$ cat src/rtl/div8_pkg.sv
// Shared constants for the sequential 8-bit divider.
// FSM encoding, default width and iteration-counter width.
package div8_pkg;
  localparam int DIV_W = 8;
  localparam int CNT_W = $clog2(DIV_W) + 1;

  localparam logic [1:0] S_IDLE = 2'd0;
  localparam logic [1:0] S_CALC = 2'd1;
  localparam logic [1:0] S_DONE = 2'd2;
endpackage

$ cat src/rtl/div8_seq_ctrl_if.sv
// Start/busy/done handshake bundle between control unit and divider.
// master = control unit, slave = divider.
interface div8_seq_ctrl_if #(
  parameter int WIDTH = 8
);
  logic             start;
  logic [WIDTH-1:0] dividend;
  logic [WIDTH-1:0] divisor;
  logic             busy;
  logic             done;
  logic [WIDTH-1:0] quotient;
  logic [WIDTH-1:0] remainder;
  logic             dz;

  modport master (
    output start, dividend, divisor,
    input  busy, done, quotient, remainder, dz
  );

  modport slave (
    input  start, dividend, divisor,
    output busy, done, quotient, remainder, dz
  );
endinterface

$ cat src/rtl/div8_step.sv
// One restoring-division iteration: WIDTH+1-bit trial subtract.
// Borrow out selects restore versus accept.
module div8_step #(
  parameter int WIDTH = 8
) (
  input  logic [WIDTH-1:0] rem_w,
  input  logic             dvd_msb,
  input  logic [WIDTH-1:0] divisor,
  output logic [WIDTH-1:0] next_rem,
  output logic             q_bit
);
  logic [WIDTH+1:0] trial;

  // Extra top bit is the borrow of the WIDTH+1-bit subtract.
  assign trial = {1'b0, rem_w, dvd_msb} - {2'b00, divisor};
  assign q_bit = ~trial[WIDTH+1];
  assign next_rem = q_bit ? trial[WIDTH-1:0]
                          : {rem_w[WIDTH-2:0], dvd_msb};
endmodule

$ cat src/rtl/div8_seq_ctrl.sv
// Multi-cycle unsigned restoring divider controller, one quotient bit per clock.
// Define DIV8_EARLY_EXIT_EN to finish immediately when divisor > dividend.
module div8_seq_ctrl
  import div8_pkg::*;
#(
  parameter int WIDTH = DIV_W
) (
  input logic           clk,
  input logic           rst_n,
  div8_seq_ctrl_if.slave bus
);
  logic [1:0]       state;
  logic [CNT_W-1:0] cnt;
  logic [WIDTH-1:0] rem_w;
  logic [WIDTH-1:0] dvd_w;
  logic [WIDTH-1:0] q_w;
  logic [WIDTH-1:0] dvs;
  logic [WIDTH-1:0] quo_r;
  logic [WIDTH-1:0] rem_r;
  logic             dz_r;
  logic [WIDTH-1:0] next_rem;
  logic             q_bit;

  div8_step #(.WIDTH(WIDTH)) u_step (
    .rem_w   (rem_w),
    .dvd_msb (dvd_w[WIDTH-1]),
    .divisor (dvs),
    .next_rem(next_rem),
    .q_bit   (q_bit)
  );

  always_ff @(posedge clk or negedge rst_n) begin
    if (!rst_n) begin
      state <= S_IDLE;
      cnt   <= '0;
      rem_w <= '0;
      dvd_w <= '0;
      q_w   <= '0;
      dvs   <= '0;
      quo_r <= '0;
      rem_r <= '0;
      dz_r  <= 1'b0;
    end else begin
      unique case (1'b1)
        (state == S_IDLE): begin
          if (bus.start) begin
            dvs   <= bus.divisor;
            rem_w <= '0;
            dvd_w <= bus.dividend;
            q_w   <= '0;
            cnt   <= CNT_W'(WIDTH);
            if (bus.divisor == '0) begin
              quo_r <= '1;
              rem_r <= bus.dividend;
              dz_r  <= 1'b1;
              state <= S_DONE;
            end
`ifdef DIV8_EARLY_EXIT_EN
            else if (bus.divisor > bus.dividend) begin
              quo_r <= '0;
              rem_r <= bus.dividend;
              dz_r  <= 1'b0;
              state <= S_DONE;
            end
`endif
            else begin
              state <= S_CALC;
            end
          end
        end
        (state == S_CALC): begin
          rem_w <= next_rem;
          dvd_w <= {dvd_w[WIDTH-2:0], 1'b0};
          q_w   <= {q_w[WIDTH-2:0], q_bit};
          cnt   <= cnt - CNT_W'(1);
          // Last iteration: publish results straight from the step outputs.
          if (cnt == CNT_W'(1)) begin
            quo_r <= {q_w[WIDTH-2:0], q_bit};
            rem_r <= next_rem;
            dz_r  <= 1'b0;
            state <= S_DONE;
          end
        end
        (state == S_DONE): state <= S_IDLE;
        default:           state <= S_IDLE;
      endcase
    end
  end

  assign bus.busy      = (state == S_CALC);
  assign bus.done      = (state == S_DONE);
  assign bus.quotient  = quo_r;
  assign bus.remainder = rem_r;
  assign bus.dz        = dz_r;
endmodule

$ cat src/flat_wrapper.sv
// flat-port wrapper written by rule: the top's interface ports become plain ports
module div8_seq_ctrl_flat import div8_pkg::*;
#(
  parameter int WIDTH = DIV_W
)
  (clk, rst_n, bus_start, bus_dividend, bus_divisor, bus_busy, bus_done, bus_quotient, bus_remainder, bus_dz);
  div8_seq_ctrl_if #(.WIDTH(WIDTH)) bus_i ();
  input logic clk;
  input logic rst_n;
  input wire logic [$bits(bus_i.start)-1:0] bus_start;
  input wire logic [$bits(bus_i.dividend)-1:0] bus_dividend;
  input wire logic [$bits(bus_i.divisor)-1:0] bus_divisor;
  output wire logic [$bits(bus_i.busy)-1:0] bus_busy;
  output wire logic [$bits(bus_i.done)-1:0] bus_done;
  output wire logic [$bits(bus_i.quotient)-1:0] bus_quotient;
  output wire logic [$bits(bus_i.remainder)-1:0] bus_remainder;
  output wire logic [$bits(bus_i.dz)-1:0] bus_dz;
  assign bus_i.start = bus_start;
  assign bus_i.dividend = bus_dividend;
  assign bus_i.divisor = bus_divisor;
  assign bus_busy = bus_i.busy;
  assign bus_done = bus_i.done;
  assign bus_quotient = bus_i.quotient;
  assign bus_remainder = bus_i.remainder;
  assign bus_dz = bus_i.dz;
  div8_seq_ctrl #(.WIDTH(WIDTH)) u_core (.clk(clk), .rst_n(rst_n), .bus(bus_i));
endmodule
$ cat config.mk
export PLATFORM = sky130hd
export DESIGN_NAME = div8_seq_ctrl_flat
export DESIGN_NICKNAME = d
export VERILOG_FILES = /design/src/rtl/div8_pkg.sv /design/src/rtl/div8_seq_ctrl_if.sv /design/src/rtl/div8_step.sv /design/src/rtl/div8_seq_ctrl.sv /design/src/flat_wrapper.sv
export SDC_FILE = /design/constraint.sdc
export NUM_CORES = 1
export LEC_CHECK = 0
export ABC_AREA = 0
export ABC_CLOCK_PERIOD_IN_PS = 1810
export CAP_MARGIN = 40
export CORE_MARGIN = 1
export CORE_UTILIZATION = 25
export CTS_CLUSTER_SIZE = 30
export DETAILED_ROUTE_END_ITERATION = 16
export GPL_TIMING_DRIVEN = 0
export SYNTH_ARGS = -nofsm -noshare
export SYNTH_HDL_FRONTEND = slang
export SYNTH_SLANG_ARGS = --single-unit
$ cat constraint.sdc
create_clock -name clk -period 1.81 [get_ports clk]
set_input_delay 0.362 -clock clk [delete_from_list [all_inputs] [get_ports clk]]
set_output_delay 0.362 -clock clk [all_outputs]
set_load 0.005 [all_outputs]
; After elaboration in Yosys (flattened, before gate mapping)
; Cells that the tools add are included.
[op_classes]
n_addsub = 2
eq_ne = 6
muxes = 24
bitwise = 1
n_reduce_logical = 7
[op_table]
columns = cell, count
row1 = 8-bit 2-to-1 mux, 9
row2 = 8-bit case mux with 2 select lines, 4
row3 = 7-bit case mux with 2 select lines, 1
row4 = 9-bit by 8-bit subtractor with 10-bit output, 1
row5 = 8-bit logical NOT, 1
row6 = 4-bit case mux with 2 select lines, 1
row7 = 2-bit 2-to-1 mux, 3
row8 = 2-bit AND reduction, 3
row9 = 4-bit by 1-bit == test with 1-bit output (second input constant), 1
row10 = 4-bit 2-to-1 mux, 1
row11 = 2-bit != test (second input constant), 2
row12 = 2-bit case mux with 2 select lines, 1
row13 = 4-bit AND reduction, 1
row14 = 4-bit by 1-bit subtractor with 4-bit output (second input constant), 1
row15 = 1-bit 2-to-1 mux, 3
row16 = 2-bit by 1-bit == test with 1-bit output (second input constant), 1
row17 = 2-bit == test (second input constant), 1
row18 = 2-bit logical NOT, 1
row19 = 2-bit by 1-bit != test with 1-bit output (second input constant), 1
row20 = 1-bit case mux with 2 select lines, 1
row21 = 2-bit nonzero test, 1
row22 = 1-bit inverter, 1
[word_totals]
register_bits = 54
out_inout_bits = 19

; Longest topological paths before layout
[depth]
ltp_word = 4
mapped_depth = 10

; By module
; A second synthesis with hierarchy kept.
[unflattened]
cells_unflattened = 273
area_unflattened_um2 = 2813.9
[by_module_without_submodules]
columns = mod, n_inst, cells_each, area_each_um2, seq_area_each_um2
row1 = div8_seq_ctrl, 1, 213, 2317.2, 1351.3
row2 = div8_step, 1, 60, 496.7, 0.0

; Least setup slack after synthesis
; No wires, ideal clock.
[synth_timing]
kind = flip-flop to flip-flop
start = reg u_core.dvd_w[7]
end = reg u_core.rem_r[4] (netlist: u_core.bus.remainder[4])
arrival_ps = 1871
required_time_ps = 1684
path_slack_ps = -187
path_stages_with_launch = 10
n_path_buf = 0
path_cell_list = dfrtp_1 > inv_1 > ha_1 > inv_1 > fa_1 > a211oi_1 > nor2_1 > o21ai_0 > o21ai_1 > o32a_1
[synth_between]
elab_chain_cells = 4
[synth_rtl]
columns = element, line
row1 = from (decl), div8_seq_ctrl.sv:15  ; logic [WIDTH-1:0] dvd_w;
row2 = from (signal assigned), div8_seq_ctrl.sv:49  ; dvd_w <= bus.dividend;
row3 = from (signal assigned), div8_seq_ctrl.sv:73  ; dvd_w <= {dvd_w[WIDTH-2:0], 1'b0};
row4 = 9-bit by 8-bit subtractor with 10-bit output, div8_step.sv:15  ; assign trial = {1'b0, rem_w, dvd_msb} - {2'b00, divisor};
row5 = 8-bit 2-to-1 mux, div8_step.sv:17  ; assign next_rem = q_bit ? trial[WIDTH-1:0]
row6 = 8-bit 2-to-1 mux, div8_seq_ctrl.sv:77  ; if (cnt == CNT_W'(1)) begin
row7 = 8-bit case mux with 2 select lines, div8_seq_ctrl.sv:44  ; unique case (1'b1)
row8 = to (signal assigned), div8_seq_ctrl.sv:54  ; rem_r <= bus.dividend;
row9 = to (signal assigned), div8_seq_ctrl.sv:79  ; rem_r <= next_rem;
row10 = to (decl), div8_seq_ctrl.sv:19  ; logic [WIDTH-1:0] rem_r;
; No other way between the ends. The select of a mux whose other input is x is not followed.
; A chain may end at the register's enable or synchronous reset.

; Worst setup path after layout
[layout_timing]
start = reg u_core.dvd_w[7]
end = reg u_core.rem_w[4]
[layout_between]
elab_chain_cells = 3
[layout_rtl]
columns = element, line
row1 = 9-bit by 8-bit subtractor with 10-bit output, div8_step.sv:15
row2 = 8-bit 2-to-1 mux, div8_step.sv:17
row3 = 8-bit case mux with 2 select lines, div8_seq_ctrl.sv:44
row4 = to (signal assigned), div8_seq_ctrl.sv:72  ; rem_w <= next_rem;
row5 = to (decl), div8_seq_ctrl.sv:14  ; logic [WIDTH-1:0] rem_w;
; No other way between the ends.

==> impl_metrics.toml <==
[status]
outcome = "finished, violations left"
violations = "setup timing"

[synth]
synthFlopType = "dfrtp_1"
yosysUniqueCellTypes = 47
ys_warn_count = 0
netlist_instances = 295
syn-cell-area_um2 = 2730
synth_nets = 325
async_flop_share = 1.00
avgSynthCellArea_um2 = 9.25
seq_area_frac_synth = 0.495
synth_seq_cells = 54
synth-edff-count = 0

[cts]
cts_buffers = 5
cts.hold.buffers_added = 0
clk-insertion-delay-late_ns = 0.31
clock_sinks = 54
cts-htree-levels = 2
root_buffer = "clkbuf_8"
cts_tree = "done"
cts.clk_slew.worst_paths_ns = 0.10
cts_max_path_buffers = 2

[route]
first_iter_violations = 163
ant_nets = 0
first_pass_iters = 5
via_per_inst = 4.83
route.detailed.drc = 0
wirelength_mm = 7.75
wl_per_cell_um = 15.2
dr_total_vias = 2468

[placement]
dp_hpwl_mm = 5.18
portBuffers = 37
place_area_um2 = 3340
dp_cells = 469
gp_congestion = 0.836

[power]
power_density_nw_per_um2 = 2110
ir_drop_v = 0.000789
p_leak_nw = 1.68

[layout]
antenna_cells = 0
fin_area_um2 = 3970
layout.cells.non_filler = 511
layout_commonest_cell = "dfrtp_1"
area_growth_syn_to_layout_pct = 45.7
final_util = 0.380
nNetsFinal = 404
final_cell_mix = "dfrtp_1 (53), nand2_1 (50), clkdlybuf4s50_1 (34), buf_4 (30), nor2_1 (23)"
drive_gt1_frac = 0.312

[timing]
finalHoldViolCount = 0
final_max_slew_viol_count = 0
tightestPinTransition_ns = 0.553
relSlewSlack = 0.631
min_period_over_period = 1.12
fin_skew_ns = 0.00940
rsz0062_at_grt = "true"
fin_crit_ns = 2.02
fmax_mhz = 495
setup_ws_ns = -0.212
setup_violations = 18

[job]
maxCapViolCount = 0

[setup_path]
endpoint_kind = "register"
worstPathRequired_ns = 2.07
worst-path-max-fanout = 2
start_kind = "register"
path_class = "reg -> reg"
cp.arrival_ns = 2.28

[global_route]
grt_pass1_wl_mm = 12.5
grt_max_degree = 34
grt_remaining_overflow = 0
track_usage = 0.141
grt_pass1_vias = 2478
antenna_found_initial = 0

[die]
dieArea_um2 = 11300
start_util = 0.261
die_w_um = 106
core_area_um2 = 10500
num_rows = 37
io_pins = 38
die_h_um = 106

[min_path]
hold_path.class = "in -> async"
==> synthesized netlist by cell type (2+ instances only) <==
master / count / area (um2)
or2_2: 2 / 12.5
xnor2_1: 3 / 26.3
buf_6: 2 / 22.5
a21oi_1: 23 / 115
o211ai_1: 2 / 15.0
o32a_1: 4 / 40.0
nor2b_1: 3 / 18.8
a22oi_1: 7 / 52.6
nor3_1: 4 / 20.0
nor2_1: 32 / 120
a211oi_1: 6 / 45.0
o21ai_1: 2 / 10.0
inv_1: 14 / 52.6
o22ai_1: 2 / 12.5
buf_2: 7 / 35.0
a31oi_1: 5 / 31.3
dfrtp_1: 54 / 1350
o21ai_0: 13 / 65.1
clkbuf_1: 4 / 15.0
or2_0: 2 / 12.5
nand2b_1: 2 / 12.5
a21o_1: 4 / 30.0
nor4_1: 2 / 12.5
nand3_1: 10 / 50.1
nand2_1: 51 / 191
ha_1: 10 / 125
a21oi_2: 3 / 26.3
o21a_1: 2 / 15.0
buf_1: 2 / 7.51
==> state kept, by name, indices dropped and copies added (netlist names), 2 cells and up <==
signal and cells:
u_core.bus.quotient 8, u_core.bus.remainder 8, u_core.cnt 4, u_core.dvd_w 8, u_core.dvs 8, u_core.q_w 7
u_core.rem_w 8, u_core.state 2
==> critical path: stages, from the launching register on <==
cell      delay [ns]
dfrtp_1         0.41
inv_2           0.08
ha_4            0.13
inv_2           0.04
fa_2            0.39
a211oi_2        0.22
nor2_1          0.10
a21oi_1         0.14
o21ai_1         0.10
o21ai_2         0.16
buf_4           0.13
a21o_1          0.07
==> cells by family after synthesis <==
kind of cell	synth area share
flip-flops	0.495
XOR/XNOR	0.0128
adder cells (fa/ha/maj)	0.0532
AND/OR/NAND/NOR	0.187
multiplexers	0.00780
buffers and inverters	0.0514
AO/OA/AOI/OAI	0.192
==> report_power, final <==
group / switching [mW] / internal [mW] / leakage, nW
Combinational: 2.67 / 2.69 / 0.981
Sequential: 0.413 / 1.79 / 0.651
Clock: 0.421 / 0.414 / 0.0514
==> worst paths after layout <==
| path | startpoint | endpoint | slack (ns) | depth (start not counted) |
|---|---|---|---|---|
| max | u_core.dvd_w[7]$_DFFE_PN0P_ | u_core.rem_w[4]$_DFFE_PN0P_ | -0.21 | 11 |
| min | rst_n | u_core.bus.remainder[0]$_DFFE_PN0P_ | 0.02 | 1 |
| max reg2reg | u_core.dvd_w[7]$_DFFE_PN0P_ | u_core.rem_w[4]$_DFFE_PN0P_ | -0.21 | 11 |
| min reg2reg | u_core.dvd_w[3]$_DFFE_PN0P_ | u_core.dvd_w[3]$_DFFE_PN0P_ | 0.49 | 2 |
| max in group asynchronous | rst_n | u_core.bus.dz$_DFFE_PN0P_ | 1.21 | 2 |
| min in group clk | u_core.dvd_w[3]$_DFFE_PN0P_ | u_core.dvd_w[3]$_DFFE_PN0P_ | 0.49 | 2 |
==> cell type report <==
class	instances	area [um2]
Inverter	14	55.1
Tap cell	136	170
Multi-Input combinational cell	211	1490
Buffer	16	144
Clock inverter	2	37.5
Fill cell	1044	6490
Sequential cell	54	1350
Clock buffer	6	72.6
Timing Repair Buffer	72	649
==> through the flow <==
step	hold slack, ns	power, mW	worst slack, ns	setup TNS (ns)
final	0.0205	8.40	-0.212	-1.37
after detailed placement	0.379	6.09	-0.603	-21.18
after floorplan	0.0664	4.83	-0.0770	-0.161
after global placement	0.459	5.98	-1.29	-88.62
after CTS	0.0285	7.67	-0.242	-1.37
after global routing	0.0515	9.06	-0.350	-3.34
==> metal layers <==
layer	track usage	part of all wire	vias up
met2	0.241	0.51	56
met4	0.0450	0.012	0
met3	0.0270	0.052	6
li1	-	-	1173
met1	0.178	0.43	1233
met5	0	0	-
==> repair_timing <==
item	CTS	global route
setup endpoints to repair	48	36
buffers inserted	19	13
gates cloned	1	1
pin swaps	16	9
resized for setup	45	36
hold endpoints to repair	0	0
Power figures use the tool's default switching activity.
